--- src/rtl/screen_controller_pkg.sv ---
// Shared definitions for the dispenser screen sequencer and the VGA screen-selection stage.
package screen_controller_pkg;

    typedef enum logic [2:0] {
        ST_MENU      = 3'd0,
        ST_ABOUT     = 3'd1,
        ST_MANUAL    = 3'd2,
        ST_DISPENSER = 3'd3,
        ST_TIMESET   = 3'd4,
        ST_DISPENSE  = 3'd5
    } state_e;

    localparam logic [3:0] SCR_MENU      = 4'b0000;
    localparam logic [3:0] SCR_ABOUT     = 4'b0001;
    localparam logic [3:0] SCR_MANUAL    = 4'b0010;
    localparam logic [3:0] SCR_DISPENSER = 4'b0100;
    localparam logic [3:0] SCR_TIMESET   = 4'b1000;

    function automatic logic [3:0] screen_code(input state_e st);
        logic [3:0] code;
        case (st)
            ST_ABOUT:     code = SCR_ABOUT;
            ST_MANUAL:    code = SCR_MANUAL;
            ST_DISPENSER: code = SCR_DISPENSER;
            ST_TIMESET:   code = SCR_TIMESET;
            default:      code = SCR_MENU;
        endcase
        return code;
    endfunction

    // Key index that opened a sub-screen; pressing it again goes back to the menu.
    function automatic logic [1:0] home_key(input state_e st);
        logic [1:0] k;
        case (st)
            ST_ABOUT:     k = 2'd0;
            ST_MANUAL:    k = 2'd1;
            ST_DISPENSER: k = 2'd2;
            ST_TIMESET:   k = 2'd3;
            default:      k = 2'd0;
        endcase
        return k;
    endfunction

endpackage

--- src/rtl/screen_controller_key_debounce.sv ---
// One pushbutton: 2-FF synchronizer, stable-level debouncer and a registered press pulse.
module key_debounce #(
    parameter int DEBOUNCE_CYCLES = 500000
) (
    input  logic clock,
    input  logic reset,
    input  logic key_n_i,
    output logic press_o
);

    localparam int CW = $clog2(DEBOUNCE_CYCLES + 1);
    localparam logic [CW-1:0] CNT_LAST = CW'(DEBOUNCE_CYCLES - 1);

    logic          sync1_q;
    logic          sync2_q;
    logic          level_q;
    logic          level_d;
    logic          level_dly_q;
    logic          press_q;
    logic [CW-1:0] cnt_q;
    logic [CW-1:0] cnt_d;
    logic          raw_pressed_s;

    assign raw_pressed_s = ~sync2_q;
    assign press_o       = press_q;

    // Accept the synchronized level once it has differed from the debounced one long enough.
    always_comb begin
        level_d = level_q;
        cnt_d   = cnt_q;
        if (raw_pressed_s == level_q) begin
            cnt_d = {CW{1'b0}};
        end else if (cnt_q >= CNT_LAST) begin
            level_d = raw_pressed_s;
            cnt_d   = {CW{1'b0}};
        end else begin
            cnt_d = cnt_q + CW'(1);
        end
    end

    // Synchronizer, debounce state and released->pressed edge detect.
    always_ff @(posedge clock or negedge reset) begin
        if (!reset) begin
            sync1_q     <= 1'b1;
            sync2_q     <= 1'b1;
            level_q     <= 1'b0;
            level_dly_q <= 1'b0;
            press_q     <= 1'b0;
            cnt_q       <= {CW{1'b0}};
        end else begin
            sync1_q     <= key_n_i;
            sync2_q     <= sync1_q;
            level_q     <= level_d;
            level_dly_q <= level_q;
            press_q     <= level_q & ~level_dly_q;
            cnt_q       <= cnt_d;
        end
    end

endmodule

--- src/rtl/screen_controller.sv ---
// Menu/dispense sequencer: debounced keys drive the screen FSM; timed dispense cycles with a 1-deep pending request.
module screen_controller
    import screen_controller_pkg::*;
#(
    parameter int DEBOUNCE_CYCLES  = 500000,
    parameter int DISPENSE_SECONDS = 5,
    parameter int IDLE_SECONDS     = 30
) (
    input  logic       clock,
    input  logic       reset,
    input  logic [3:0] key,
    input  logic       tick_1s,
    input  logic       dispense_req,
    output logic [3:0] inp,
    output logic       dispensing,
    output logic       dispense_done
);

    localparam int IW = $clog2(IDLE_SECONDS + 1);
    localparam int DW = $clog2(DISPENSE_SECONDS + 1);
    localparam logic [IW-1:0] IDLE_LAST = IW'(IDLE_SECONDS - 1);
    localparam logic [DW-1:0] DISP_LAST = DW'(DISPENSE_SECONDS - 1);

    state_e        state_q;
    state_e        state_d;
    logic [IW-1:0] idle_q;
    logic [IW-1:0] idle_d;
    logic [DW-1:0] disp_q;
    logic [DW-1:0] disp_d;
    logic          pending_q;
    logic          pending_d;
    logic          done_d;
    logic          reenter_s;
    logic [3:0]    press_s;
    logic          press_any_s;
    logic [1:0]    sel_s;

    for (genvar g = 0; g < 4; g++) begin : g_key
        key_debounce #(
            .DEBOUNCE_CYCLES(DEBOUNCE_CYCLES)
        ) u_key_debounce (
            .clock   (clock),
            .reset   (reset),
            .key_n_i (key[g]),
            .press_o (press_s[g])
        );
    end

    // Pick a single key when several press events coincide: 0 > 3 > 2 > 1.
    always_comb begin
        press_any_s = |press_s;
        if (press_s[0]) begin
            sel_s = 2'd0;
        end else if (press_s[3]) begin
            sel_s = 2'd3;
        end else if (press_s[2]) begin
            sel_s = 2'd2;
        end else if (press_s[1]) begin
            sel_s = 2'd1;
        end else begin
            sel_s = 2'd0;
        end
    end

    // Next-state, counters and pending flag.
    always_comb begin
        state_d   = state_q;
        idle_d    = idle_q;
        disp_d    = disp_q;
        pending_d = pending_q;
        done_d    = 1'b0;
        reenter_s = 1'b0;
        case (state_q)
            ST_MENU: begin
                if (dispense_req) begin
                    state_d = ST_DISPENSE;
                end else if (press_any_s) begin
                    case (sel_s)
                        2'd0:    state_d = ST_ABOUT;
                        2'd1:    state_d = ST_MANUAL;
                        2'd2:    state_d = ST_DISPENSER;
                        default: state_d = ST_TIMESET;
                    endcase
                end else begin
                    state_d = state_q;
                end
            end
            ST_ABOUT, ST_MANUAL, ST_DISPENSER, ST_TIMESET: begin
                if (dispense_req) begin
                    state_d = ST_DISPENSE;
                end else if (press_any_s) begin
                    idle_d = {IW{1'b0}};
                    if (sel_s == home_key(state_q)) begin
                        state_d = ST_MENU;
                    end else if ((state_q == ST_MANUAL) && (sel_s == 2'd3)) begin
                        state_d = ST_DISPENSE;
                    end else begin
                        state_d = state_q;
                    end
                end else if (tick_1s) begin
                    if (idle_q >= IDLE_LAST) begin
                        state_d = ST_MENU;
                    end else begin
                        idle_d = idle_q + IW'(1);
                    end
                end else begin
                    idle_d = idle_q;
                end
            end
            ST_DISPENSE: begin
                // A request already pending makes further ones no-ops.
                if (dispense_req) begin
                    pending_d = 1'b1;
                end else begin
                    pending_d = pending_q;
                end
                if (tick_1s) begin
                    if (disp_q >= DISP_LAST) begin
                        done_d = 1'b1;
                        if (pending_q || dispense_req) begin
                            reenter_s = 1'b1;
                            pending_d = 1'b0;
                        end else begin
                            state_d = ST_MENU;
                        end
                    end else begin
                        disp_d = disp_q + DW'(1);
                    end
                end else begin
                    disp_d = disp_q;
                end
            end
            default: begin
                state_d = ST_MENU;
            end
        endcase
        if ((state_d != state_q) || reenter_s) begin
            idle_d = {IW{1'b0}};
            disp_d = {DW{1'b0}};
        end else begin
            idle_d = idle_d;
        end
    end

    // State and registered outputs, all derived from the next state.
    always_ff @(posedge clock or negedge reset) begin
        if (!reset) begin
            state_q       <= ST_MENU;
            idle_q        <= {IW{1'b0}};
            disp_q        <= {DW{1'b0}};
            pending_q     <= 1'b0;
            inp           <= SCR_MENU;
            dispensing    <= 1'b0;
            dispense_done <= 1'b0;
        end else begin
            state_q       <= state_d;
            idle_q        <= idle_d;
            disp_q        <= disp_d;
            pending_q     <= pending_d;
            inp           <= screen_code(state_d);
            dispensing    <= (state_d == ST_DISPENSE);
            dispense_done <= done_d;
        end
    end

endmodule

--- config.mk ---
export PLATFORM = sky130hd
export DESIGN_NAME = screen_controller
export DESIGN_NICKNAME = d
export VERILOG_FILES = /design/src/rtl/screen_controller_pkg.sv /design/src/rtl/screen_controller_key_debounce.sv /design/src/rtl/screen_controller.sv
export SDC_FILE = /design/constraint.sdc
export NUM_CORES = 1
export LEC_CHECK = 0
export BUFFER_PORTS_ARGS = -buffer_cell sky130_fd_sc_hd__buf_2
export CAP_MARGIN = 25
export CORE_MARGIN = 1.5
export CORE_UTILIZATION = 62
export DETAILED_ROUTE_END_ITERATION = 16
export PLACE_DENSITY = 0.79
export SETUP_SLACK_MARGIN = 0.1
export SYNTH_ARGS = -nofsm -noshare
export SYNTH_HDL_FRONTEND = slang
export SYNTH_SLANG_ARGS = --single-unit
export TNS_END_PERCENT = 50
--- constraint.sdc ---
create_clock -name clock -period 3.15 [get_ports clock]
set_input_delay 0.315 -clock clock [delete_from_list [all_inputs] [get_ports clock]]
set_output_delay 0.315 -clock clock [all_outputs]
set_load 0.1 [all_outputs]
==> results.tsv, run 1 <==
metric	value	unit
Worst Path Required	3570	ps
initial DRC count	194	
largest net degree at the start of global routing	47	
Nets	598	
dominant synthesized flop cell	dfrtp_1	
Slew headroom	0.521	
count of input and output buffers	13	
Leak	0.00282	uW
Net Switching	1150	uW
CTS sink cnt	114	
number of global-route vias before repair	4018	
Synthesis Warnings	0	
Pwr Total	4070	uW
Core Region	8720	um2
initial antenna violation count	0	
Synth top area share	0.473	
Routed WL per cell	14.7	um
Diodes inserted	0	
drt pass-1 iters	4	
Worst-path clk slew	50	ps
Rows	34	
post-CTS sizing	0	
TritonCTS Buffers	17	
Filler cells	595	
Cells after DPL	664	
Netlist cell types	62	
Die Y	98.1	um
CTS Buffer Depth	2	
setup TNS	0	ps
clock latency on the worst-skew pair	510	ps
P_int	2920	uW
sequential power share	0.393	
area delta synth->final	13.5	%
RSZ-0062 raised after global routing	false	
total grt overflow	0	
cell area after synthesis	5600	um2
HPWL after DPL	6510	um
number of max-cap violations	0	
status	complete, no violations	
CTS tree	yes	
Peak VDD IR	324	uV
sequential-to-total area share from yosys stat	0.511	
Max Freq	0.392	GHz
IO Pins	14	
CP Launch Type	register	
Final Hold Fails	0	
syn nets	576	
min cycle time layout	2550	ps
synthesized instance count	558	
pwr/cell area	640	nW/um2
Die X	98.1	um
ys async rst share	1.00	
hold_buf cts	5	
Post-Syn Area per Cell	10.0	um2
final slew viol count	0	
Setup Buffers After CTS	0	
worst slew pin tran	719	ps
Initial Utilization	0.642	
Sw Share	0.283	
DR vias	4036	
worst min path class	in2reg	
Remaining DRCs	0	
commonest cells in the netlist	dfrtp_1 (106), nor2_1 (100), xor2_1 (40)	
most frequent cell after synthesis	dfrtp_1	
first-pass GRT wire length	18000	um
htree depth	4	
layout cells sized above 1	0.125	
Tcrit/Tclk final	0.810	
clock share of power	0.465	
Final Skew	9.77	ps
CTS root buffer	clkbuf_8	
Vias/cell	5.76	
Crit Path Max Fanout	19	
antenna-violating nets left	0	
overall routed net length	10300	um
Layout Cells excl Fill	701	
setup violators final	0	
cell taking the most area after synthesis	dfrtp_1	
GPL Wtd Cong	0.926	
Seq cells post-synth	114	
largest cells by area after synthesis	dfrtp_1 (47%), nor2_1 (6.7%), xor2_1 (6.3%)	
Post-synth EDFFs	0	
WP data arrival	2970	ps
total global-route track usage	0.233	
crit path capture type	register	
Die ar.	9620	um2
Setup CP Type	reg2reg	
combinational power share	0.142	
[state kept, by name (all words and copies together), names as in the netlist]
register,flops
idle_q,5
g_key.u_key_debounce.cnt_q,76
g_key.u_key_debounce.level_q,4
pending_q,1
dispensing,1
dispense_done,1
g_key.u_key_debounce.sync2_q,4
disp_q,3
g_key.u_key_debounce.level_dly_q,4
inp,4
g_key.u_key_debounce.press_o,4
state_q,3
g_key.u_key_debounce.sync1_q,4
[path summary, 6_finish.rpt]
kind	startpoint	end	slack [ps]	cells past startpoint
min reg2reg	g_key[0].u_key_debounce.sync1_q	g_key[0].u_key_debounce.sync2_q	360	0
max reg2reg	g_key[3].u_key_debounce.cnt_q[0]	g_key[3].u_key_debounce.cnt_q[9]	600	8
max in group asynchronous	reset	state_q[2]	2060	3
max	g_key[3].u_key_debounce.cnt_q[0]	g_key[3].u_key_debounce.cnt_q[9]	600	8
min in group asynchronous	reset	g_key[2].u_key_debounce.level_dly_q	350	2
min	tick_1s	dispense_done	170	2
[cell type report]
cell class	instances	area, um2	area share
clock buffer	18	428	0.0673
multi-input combinational	407	2550	0.401
tap	108	135	0.0212
timing repair buffer	20	145	0.0228
sequential	114	2860	0.450
inverter	20	75.1	0.0118
clock inverter	14	163	0.0256
[power groups by stage]
| stage | sequential, uW | combinational [uW] | clock, uW |
|---|---|---|---|
| finish | 1600 | 579 | 1890 |
| CTS | 1600 | 578 | 1910 |
| floorplan | 1700 | 358 | 0 |
| global route | 1610 | 629 | 1990 |
| global placement | 1620 | 548 | 0 |
| detailed placement | 1620 | 560 | 0 |
[kinds of logic (layout without fill, tap and decap cells)]
| kind of cell | count (synthesis) | after routing | synth area share |
|---|---|---|---|
| and+or+nand+nor | 263 | 263 | 0.242 |
| DFF | 114 | 114 | 0.511 |
| xor gates and xnor gates | 67 | 67 | 0.105 |
| AOI/OAI and AO/OA | 62 | 62 | 0.0775 |
| buffers and inverters | 37 | 72 | 0.0335 |
| adders and majority gates | 10 | 10 | 0.0223 |
| muxes | 5 | 5 | 0.00893 |
[cell usage in the layout (no fill, tap or decap), types with 4 or more instances in the layout]
master         count
or3_1              7
or4_1              5
mux2i_1            5
nor4_1             4
dfrtp_1          106
nand2b_1           4
and2_1             4
a41oi_1            4
nor3_1             7
clkinv_2           5
dfstp_2            8
nand2_1           33
ha_1              10
buf_2             12
nand3_1           36
a21oi_1           13
nor3b_1            4
xor2_1            40
nand4_1           12
xnor2_1           27
o21ai_0           13
and3_1            15
nor2_4             8
clkbuf_16         16
clkinvlp_4         4
inv_1             20
nor2b_1            5
nor2_1           100
dlygate4sd3_1      5
[routing by layer]
layer	global-route usage	vias up	wire length, um
met1	0.296	1991	4700
met4	0.0813	0	156
met3	0.0680	15	319
li1	-	1953	-
met5	0	-	0
met2	0.384	77	5140
[critical path: stages, from the launching register on]
cell	delay (ps)
dfrtp_1	410
ha_1	250
and4_1	280
nor4_1	280
a21boi_0	180
o21ai_0	220
a21oi_1	120
nand2b_1	470
nor2_1	260
[through the flow]
step / hold WS (ps) / utilization / setup slack, ps / area [um2]
after global placement: 338 / 0.656 / 747 / 5720
after detailed placement: 341 / 0.656 / 757 / 5720
after CTS: 146 / 0.729 / 575 / 6360
final: 170 / 0.729 / 599 / 6360
after floorplan: 19.4 / - / 851 / 5600
after global routing: 162 / 0.729 / 382 / 6360
Power figures use the tool's default switching activity.
==> run 2: changes to the inputs <==
--- a/config.mk
+++ b/config.mk
@@ -8,9 +8,9 @@
 export BUFFER_PORTS_ARGS = -buffer_cell sky130_fd_sc_hd__buf_2
 export CAP_MARGIN = 25
 export CORE_MARGIN = 1.5
-export CORE_UTILIZATION = 62
+export CORE_UTILIZATION = 56
 export DETAILED_ROUTE_END_ITERATION = 16
-export PLACE_DENSITY = 0.79
+export PLACE_DENSITY = 0.75
 export SETUP_SLACK_MARGIN = 0.1
 export SYNTH_ARGS = -nofsm -noshare
 export SYNTH_HDL_FRONTEND = slang
==> constraint.sdc (replaced) <==
create_clock -name clock -period 2.3 [get_ports clock]
set_input_delay 0.23 -clock clock [delete_from_list [all_inputs] [get_ports clock]]
set_output_delay 0.23 -clock clock [all_outputs]
set_load 0.1 [all_outputs]
==> run 2 against run 1 <==
Critical path depth did not move. Fmax grew 14%. Largest power group unchanged. Die area is 10% higher. Via count grew 5.8%. Highest routed layer unchanged. First-iteration DRC count fell by 18%. Core utilization shrank 2.6 points.
==> results.tsv, run 2 (synthesis results as in run 1) <==
metric	value	unit
DR vias	4271	
Setup CP Type	reg2reg	
GPL Wtd Cong	0.901	
HPWL after DPL	6950	um
Rows	36	
setup violators final	0	
worst slew pin tran	1050	ps
Largest Register	g_key.u_key_debounce.cnt_q	
critical path depth in cells	8	
Diodes inserted	0	
most frequent cells in the layout	dfrtp_1 (100), nor2_1 (93), xor2_1 (40)	
Initial Utilization	0.576	
Max Freq	0.447	GHz
RR Endpoint	g_key[0].u_key_debounce.cnt_q[14]	
Core Region	9730	um2
setup ws final	62.0	ps
Final Hold Fails	0	
sequential power share	0.385	
clock latency on the worst-skew pair	520	ps
CP endpoint	g_key[0].u_key_debounce.cnt_q[14]	
total grt overflow	0	
WP data arrival	2690	ps
P_int	4000	uW
largest net degree at the start of global routing	53	
CP Buf/Inv Count	0	
drt pass-1 iters	6	
RSZ-0062 raised after global routing	true	
TritonCTS Buffers	17	
clock share of power	0.439	
cell area after layout	6840	um2
post-placement setup slack	-107	ps
count of input and output buffers	13	
number of global-route vias before repair	4184	
max FFs per register	76	
Cells after DPL	717	
CTS Buffer Depth	2	
Die ar.	10600	um2
Die Y	103	um
CTS tree	yes	
commonest non-fill, non-tap cell in the layout	dfrtp_1	
register area	2870	um2
pwr/cell area	829	nW/um2
Cell Chain, Critical Path	ha_4 -> and4_4 -> or4_4 -> o21ai_2 -> a21boi_1 -> o211a_1 -> nand2b_4 -> nor2_4	
Final Skew	7.27	ps
CTS root buffer	clkbuf_8	
Vias/cell	5.58	
Die X	103	um
Nets	638	
Sw Share	0.295	
worst min path class	in2reg	
Filler cells	694	
Leak	0.00299	uW
Worst R2R Setup Slack	60	ps
critical path's slowest cell	or4_4	
Worst-path clk slew	60	ps
layout cells sized above 1	0.227	
CP Launch Type	register	
Routed WL per cell	15.0	um
htree depth	4	
status	complete, no violations	
R2R cell count	8	
area delta synth->final	22.1	%
CTS sink cnt	114	
first-pass GRT wire length	18400	um
setup TNS	0	ps
area of the multi-input gates	2730	um2
IO Pins	14	
crit path capture type	register	
Remaining DRCs	0	
antenna-violating nets left	0	
CP Launch Point	g_key[0].u_key_debounce.cnt_q[0]	
Final Util	0.703	
Tcrit/Tclk final	0.973	
Layout Cells excl Fill	766	
max incr delay on CP	420	ps
biggest regs	g_key.u_key_debounce.cnt_q: 76 flops, idle_q: 5 flops	
combinational power share	0.175	
min cycle time layout	2240	ps
initial DRC count	160	
number of max-cap violations	0	
Peak VDD IR	669	uV
initial antenna violation count	0	
overall routed net length	11500	um
Slew headroom	0.298	
Crit Reg-Reg Startpoint	g_key[0].u_key_debounce.cnt_q[0]	
Worst Path Required	2750	ps
final slew viol count	0	
total global-route track usage	0.224	
Net Switching	1670	uW
cell family with most CP delay	simple AND/OR/NAND/NOR gates	
placed cell area	5960	um2
Crit Path Max Fanout	5	
==> run 2: cell count changes in the layout (fill, tap and decap cells not counted), sizes merged <==
cell      change
buf          +37
bufinv        -1
nand2b        +3
clkinv        +2
clkinvlp      -1
==> run 2: worst min-delay path by stage <==
stage,start,endpoint,depth (start not counted)
6_report,tick_1s,dispense_done,2
5_1_grt,tick_1s,dispense_done,2
4_1_cts,tick_1s,dispense_done,2
3_5_place_dp,reset,g_key[2].u_key_debounce.cnt_q[7],1
3_3_place_gp,reset,g_key[2].u_key_debounce.cnt_q[6],1
2_1_floorplan,reset,disp_q[0],0
==> run 2: final cells by class <==
class	count	area share
clock buffers	18	0.0626
flip-flops and latches	114	0.420
well taps	133	0.0243
inverters	20	0.0110
clock inverters	14	0.0203
multi-input cells	410	0.399
repair buffers	57	0.0629
==> run 2: power groups by stage <==
stage	combinational, uW	sequential [uW]	clock (uW)
floorplan	491	2330	0
global placement	811	2200	0
detailed placement	843	2210	0
CTS	922	2180	2530
global route	1070	2200	2620
finish	994	2180	2490
==> run 2: timing repair <==
action | CTS | global route
endpoints found under the setup margin | 30 | 41
pin swaps | 6 | 19
gates cloned | 0 | 3
buffers inserted | 2 | 7
hold endpoints to repair | 44 | 0
hold buffers | 5 | 0
resized for setup | 15 | 28
==> run 2: worst reg2reg max path: stages, from the launching register on <==
cell and delay (ps):
dfrtp_1 410, ha_4 180, and4_4 190, or4_4 420
o21ai_2 170, a21boi_1 90, o211a_1 310, nand2b_4 240
nor2_4 170
==> run 2: layer usage <==
layer | share of wire | up-vias | global-route usage
met5 | 0 | - | 0
met4 | 0.017 | 0 | 0.0842
li1 | - | 2033 | -
met1 | 0.43 | 2118 | 0.263
met2 | 0.52 | 96 | 0.387
met3 | 0.032 | 24 | 0.0678
==> run 2: stage by stage <==
step	total power (uW)	hold slack (ps)
after floorplan	2820	-65.6
after global placement	3020	244
after detailed placement	3050	254
after CTS	5630	51.4
after global routing	5890	54.7
final	5670	65.5
